==> src/rtl/multicycle_controller_pkg.sv <==
// rtl/multicycle_controller_pkg.sv - shared opcodes, state type and mux encodings
package multicycle_controller_pkg;

  localparam logic [6:0] OP_LOAD   = 7'b0000011;
  localparam logic [6:0] OP_STORE  = 7'b0100011;
  localparam logic [6:0] OP_R      = 7'b0110011;
  localparam logic [6:0] OP_I      = 7'b0010011;
  localparam logic [6:0] OP_BRANCH = 7'b1100011;
  localparam logic [6:0] OP_JAL    = 7'b1101111;
  localparam logic [6:0] OP_JALR   = 7'b1100111;

  typedef enum logic [3:0] {
    S_FETCH,
    S_DECODE,
    S_MEM_ADR,
    S_MEM_RD,
    S_MEM_WB,
    S_MEM_WR,
    S_EXEC_R,
    S_EXEC_I,
    S_ALU_WB,
    S_BRANCH,
    S_JAL,
    S_JALR_LINK,
    S_JALR_TGT,
    S_JALR_PC,
    S_TRAP
  } state_t;

  localparam logic [1:0] SRC_A_PC     = 2'b00;
  localparam logic [1:0] SRC_A_OLD_PC = 2'b01;
  localparam logic [1:0] SRC_A_REG    = 2'b10;

  localparam logic [1:0] SRC_B_WDATA  = 2'b00;
  localparam logic [1:0] SRC_B_IMM    = 2'b01;
  localparam logic [1:0] SRC_B_FOUR   = 2'b10;

  localparam logic [1:0] ALU_ADD      = 2'b00;
  localparam logic [1:0] ALU_SUB      = 2'b01;
  localparam logic [1:0] ALU_FUNCT    = 2'b10;

  localparam logic [1:0] RES_ALU_OUT  = 2'b00;
  localparam logic [1:0] RES_DATA     = 2'b01;
  localparam logic [1:0] RES_ALU_RES  = 2'b10;

  localparam logic [1:0] IMM_I        = 2'b00;
  localparam logic [1:0] IMM_S        = 2'b01;
  localparam logic [1:0] IMM_B        = 2'b10;
  localparam logic [1:0] IMM_J        = 2'b11;

endpackage

==> src/rtl/imm_src_decoder.sv <==
// rtl/imm_src_decoder.sv - combinational opcode to immediate-format select
module imm_src_decoder
  import multicycle_controller_pkg::*;
(
  input  logic [6:0] opcode,
  output logic [1:0] imm_src
);

  // Immediate format by opcode; R-type and unknown opcodes fall back to I
  always_comb begin
    imm_src = IMM_I;
    case (opcode)
      OP_STORE:  imm_src = IMM_S;
      OP_BRANCH: imm_src = IMM_B;
      OP_JAL:    imm_src = IMM_J;
      default:   imm_src = IMM_I;
    endcase
  end

endmodule

==> src/rtl/multicycle_controller.sv <==
// rtl/multicycle_controller.sv - multicycle RV32I control FSM with retire counter and trap
module multicycle_controller
  import multicycle_controller_pkg::*;
#(
  parameter int CNT_W = 32
) (
  input  logic             clk,
  input  logic             rst_n,
  input  logic [6:0]       opcode,
  input  logic             mem_ready,
  output logic             pc_update,
  output logic             branch,
  output logic             ir_wr,
  output logic             reg_wr,
  output logic             mem_wr,
  output logic             adr_src,
  output logic [1:0]       alu_src_a,
  output logic [1:0]       alu_src_b,
  output logic [1:0]       alu_opcode,
  output logic [1:0]       result_src,
  output logic [1:0]       imm_src,
  output logic             illegal,
  output logic [CNT_W-1:0] retired
);

  localparam logic [CNT_W-1:0] CNT_ONE = {{(CNT_W-1){1'b0}}, 1'b1};

  state_t state, state_next;

  imm_src_decoder u_imm_src_decoder (
    .opcode  (opcode),
    .imm_src (imm_src)
  );

  // State register; reset aborts any instruction in flight
  always_ff @(posedge clk or negedge rst_n) begin
    if (!rst_n) state <= S_FETCH;
    else        state <= state_next;
  end

  // Retire on every entry into FETCH; latch the trap flag on entry into TRAP
  always_ff @(posedge clk or negedge rst_n) begin
    if (!rst_n) begin
      retired <= '0;
      illegal <= 1'b0;
    end else begin
      if (state_next == S_FETCH && state != S_FETCH) retired <= retired + CNT_ONE;
      if (state_next == S_TRAP && state != S_TRAP)   illegal <= 1'b1;
    end
  end

  // Next-state and Moore outputs; only FETCH looks at mem_ready for its outputs
  always_comb begin
    state_next = state;
    pc_update  = 1'b0;
    branch     = 1'b0;
    ir_wr      = 1'b0;
    reg_wr     = 1'b0;
    mem_wr     = 1'b0;
    adr_src    = 1'b0;
    alu_src_a  = SRC_A_PC;
    alu_src_b  = SRC_B_WDATA;
    alu_opcode = ALU_ADD;
    result_src = RES_ALU_OUT;
    case (state)
      S_FETCH: begin
        alu_src_b  = SRC_B_FOUR;
        result_src = RES_ALU_RES;
        ir_wr      = mem_ready;
        pc_update  = mem_ready;
        if (mem_ready) state_next = S_DECODE;
      end
      S_DECODE: begin
        alu_src_a = SRC_A_OLD_PC;
        alu_src_b = SRC_B_IMM;
        case (opcode)
          OP_LOAD, OP_STORE: state_next = S_MEM_ADR;
          OP_R:              state_next = S_EXEC_R;
          OP_I:              state_next = S_EXEC_I;
          OP_BRANCH:         state_next = S_BRANCH;
          OP_JAL:            state_next = S_JAL;
          OP_JALR:           state_next = S_JALR_LINK;
          default:           state_next = S_TRAP;
        endcase
      end
      S_MEM_ADR: begin
        alu_src_a  = SRC_A_REG;
        alu_src_b  = SRC_B_IMM;
        state_next = (opcode == OP_STORE) ? S_MEM_WR : S_MEM_RD;
      end
      S_MEM_RD: begin
        adr_src = 1'b1;
        if (mem_ready) state_next = S_MEM_WB;
      end
      S_MEM_WB: begin
        result_src = RES_DATA;
        reg_wr     = 1'b1;
        state_next = S_FETCH;
      end
      S_MEM_WR: begin
        adr_src = 1'b1;
        mem_wr  = 1'b1;
        if (mem_ready) state_next = S_FETCH;
      end
      S_EXEC_R: begin
        alu_src_a  = SRC_A_REG;
        alu_opcode = ALU_FUNCT;
        state_next = S_ALU_WB;
      end
      S_EXEC_I: begin
        alu_src_a  = SRC_A_REG;
        alu_src_b  = SRC_B_IMM;
        alu_opcode = ALU_FUNCT;
        state_next = S_ALU_WB;
      end
      S_ALU_WB: begin
        reg_wr     = 1'b1;
        state_next = S_FETCH;
      end
      S_BRANCH: begin
        alu_src_a  = SRC_A_REG;
        alu_opcode = ALU_SUB;
        branch     = 1'b1;
        state_next = S_FETCH;
      end
      S_JAL: begin
        alu_src_a  = SRC_A_OLD_PC;
        alu_src_b  = SRC_B_FOUR;
        pc_update  = 1'b1;
        state_next = S_ALU_WB;
      end
      S_JALR_LINK: begin
        alu_src_a  = SRC_A_OLD_PC;
        alu_src_b  = SRC_B_FOUR;
        state_next = S_JALR_TGT;
      end
      S_JALR_TGT: begin
        // Link goes to rd while the target is computed from A latched in DECODE
        alu_src_a  = SRC_A_REG;
        alu_src_b  = SRC_B_IMM;
        reg_wr     = 1'b1;
        state_next = S_JALR_PC;
      end
      S_JALR_PC: begin
        pc_update  = 1'b1;
        state_next = S_FETCH;
      end
      S_TRAP: state_next = S_TRAP;
      default: state_next = S_FETCH;
    endcase
  end

endmodule

==> config.mk <==
export PLATFORM = sky130hd
export DESIGN_NAME = multicycle_controller
export DESIGN_NICKNAME = d
export VERILOG_FILES = /design/src/rtl/multicycle_controller_pkg.sv /design/src/rtl/imm_src_decoder.sv /design/src/rtl/multicycle_controller.sv
export SDC_FILE = /design/constraint.sdc
export NUM_CORES = 1
export LEC_CHECK = 0
export CORE_ASPECT_RATIO = 0.9
export CORE_MARGIN = 2
export CORE_UTILIZATION = 49
export DETAILED_ROUTE_END_ITERATION = 8
export GPL_TIMING_DRIVEN = 0
export HOLD_SLACK_MARGIN = 0.15
export MAX_ROUTING_LAYER = met4
export PLACE_DENSITY = 0.8
export SLEW_MARGIN = 20
export SYNTH_ARGS = -nofsm -noshare
export SYNTH_HDL_FRONTEND = slang
export SYNTH_SLANG_ARGS = --single-unit
==> constraint.sdc <==
create_clock -name clk -period 2.95 [get_ports clk]
set_clock_uncertainty 0.1 [all_clocks]
set_input_delay 0.7375 -clock clk [delete_from_list [all_inputs] [get_ports clk]]
set_output_delay 0.7375 -clock clk [all_outputs]
set_load 0.02 [all_outputs]
==> results.sh <==
export IMPL_hpwl_um=3736
export IMPL_place_congestion=0.8928
export IMPL_cts_sinks=37
export IMPL_fmax_mhz=344.0
export IMPL_required_ps=2110
export IMPL_worst_slack_ps=42.69
export IMPL_period_needed_ps=2907
export IMPL_drive_gt1_share_pct=16.89
export IMPL_slew_headroom_pct=69.90
export IMPL_via_count=1934
export IMPL_totalWireLength_um=5203
export IMPL_regArea_um2=925.9
export IMPL_path_clk_slew_ps=70
export IMPL_peakVddDrop_mv=0.5563
export IMPL_max_clock_path_buffers=2
export IMPL_ys_seq_area_share_pct=41.36
export IMPL_ys_flop_type="dfrtp_1"
export IMPL_synth_seq_cells=37
export IMPL_initial_core_util_pct=50.51
export IMPL_track_usage_pct=22.38
export IMPL_numPortBuffers=57
export IMPL_period_share_pct=98.55
export IMPL_async_reset_ff_share_pct=100.0
export IMPL_dpl_cell_area_um2=2902
export IMPL_ant_nets=0
export IMPL_die_h_um=68.12
export IMPL_synth_edf_count=0
export IMPL_crit_arrival_ps=2070
export IMPL_nets=307
export IMPL_syn_nets=240
export IMPL_rsz0062_at_grt="true"
export IMPL_synthCells=229
export IMPL_area_growth_pct=37.56
export IMPL_numCtsBuffers=5
export IMPL_grt_overflow_total=0
export IMPL_power_density_nw_per_um2=737.1
export IMPL_fin_total_pwr_w=0.002270
export IMPL_crit_type="input port to output pin"
export IMPL_drv_cap=0
export IMPL_grt_pass1_wl_um=8438
export IMPL_worstSetupEndpointType="output pin"
export IMPL_fill_cells=363
export IMPL_status="finished clean"
export IMPL_die_x_um=75.25
export IMPL_die_area_um2=5126
export IMPL_firstDrtPassIters=4
export IMPL_avgRoutedWirePerCell_um=14.53
export IMPL_hold_viol_final=0
export IMPL_grt_pass1_vias=1781
export IMPL_via_per_inst=5.402
export IMPL_hold_path_class="input port to asynchronous set/reset pin"
export IMPL_fin_area_um2=3079
export IMPL_synth_common_cells="dfrtp_1, nand2_1, nor2_1"
export IMPL_placementRows=23
export IMPL_yosysWarningCount=0
export IMPL_maxSlewViolCount=0
export IMPL_critical_path_max_fanout=7
export IMPL_cp_start_kind="input port"
export IMPL_worst_pin_slew_ps=451.5
export IMPL_clk_latency_ps=290
export IMPL_leakagePower_nw=1.376
export IMPL_tritoncts="done"
export IMPL_pre_cts_slack_ps=-551.9
export IMPL_yosys_area_top_type_share_pct=41.36
export IMPL_antenna_cells=0
export IMPL_synth_area_um2=2238
export IMPL_cts_root_buf="clkbuf_8"
export IMPL_yosysMostFrequentCell="dfrtp_1"
export IMPL_io_pins=59
export IMPL_htree_levels=2
export IMPL_multiInputGateArea_um2=1295
export IMPL_whs_ps=211.7
export IMPL_synth_area_leaders="dfrtp_1, xnor2_1, xor2_1"
export IMPL_core_area_um2=4432
export IMPL_syn_avg_cell_area_um2=9.775
export IMPL_yosys_cell_types_count=59
export IMPL_drt_first_iter_violations=98
export IMPL_drc=0
export IMPL_dp_cells=349
export IMPL_setup_viol=0
export IMPL_antenna_found_initial=0
export IMPL_synth_largest_area_cell="dfrtp_1"
export IMPL_stdcell_count=358
export IMPL_grt_max_degree=29
## final timing paths
check,start,to,slack (ps),cells past startpoint
max in group asynchronous,rst_n,retired[22],2110,2
min in group clk,illegal,illegal,360,1
max,mem_ready,pc_update,40,4
min,rst_n,retired[1],210,1
max reg2reg,retired[0],retired[26],430,7
min reg2reg,illegal,illegal,360,1
## critical path, cell delays in order
cell             delay [ps]
clkdlybuf4s50_1         610
a21boi_0                150
o32ai_1                 230
dlygate4sd1_1           350
## power breakdown
part | switching, W | internal, W
clock | 0.000168 | 0.000185
combinational | 0.000713 | 0.000540
sequential | 0.0000858 | 0.000578
total | 0.000967 | 0.00130
## stage by stage
step	util, %	TNS, ps
2_1_floorplan	-	0
3_3_place_gp	65.13	-9754
3_5_place_dp	65.47	-11100
6_report	69.48	0
4_1_cts	68.27	0
5_1_grt	69.48	-53.74
## flip-flops by register name, summed over array words and instances (netlist names)
name	cells
retired	32
state	4
illegal	1
## kinds of logic (layout without fill, tap and decap cells)
family	Yosys count	after routing	share of synthesized area (%)
AO/OA/AOI/OAI	27	27	10.23
buffers and inverters	14	81	3.633
multiplexers	3	3	1.397
AND/OR/NAND/NOR	115	115	30.30
flip-flops	37	37	41.36
adder cells (fa/ha/maj)	1	1	0.5589
XOR/XNOR	32	32	12.52
## cells in the final DEF (no fill, tap or decap), types with 2 or more instances in the layout
cell type,synthesis,final
o32ai_1,2,2
nor3_2,3,3
o21bai_1,2,2
nor4_4,1,2
clkbuf_1,4,2
inv_1,6,5
and2b_2,5,5
nand2_1,25,25
clkbuf_2,0,3
buf_4,1,3
xnor2_1,18,18
nor3_1,7,7
nor2b_1,2,2
nand3_1,14,14
nor4b_1,3,2
and3_1,6,6
xor2_1,14,14
nand4_1,7,7
and4_1,4,4
clkdlybuf4s50_1,0,43
dfrtp_1,37,37
dlygate4sd2_1,0,5
buf_6,2,2
clkbuf_8,1,7
and2_1,2,2
a21oi_1,7,7
dlymetal6s2s_1,0,6
and2_2,2,2
nor2_1,19,19
## routing by layer
| metal | global-route usage, % | vias up | wire length, µm |
|---|---|---|---|
| met2 | 33.11 | 62 | 2363 |
| met3 | 4.860 | 6 | 320 |
| li1 | - | 940 | - |
| met1 | 30.81 | 926 | 2464 |
| met5 | - | - | 0 |
| met4 | 7.237 | 0 | 56 |
## repair_timing
item                       4_1_cts  5_1_grt
setup endpoints to repair       31       34
pin swaps                        2        2
buffers inserted                 1        1
hold buffers                     0        0
resized for setup               16       16
gates cloned                     0        0
## cell type report
cell class / count / area share [%]
buffer: 8 / 2.113
clock buffer: 7 / 2.804
inverter: 6 / 0.8533
multi-input combinational: 178 / 42.06
sequential: 37 / 30.07
tap: 62 / 2.519
timing repair buffer: 60 / 19.59
Note: power is estimated with default switching activity, not from simulation.
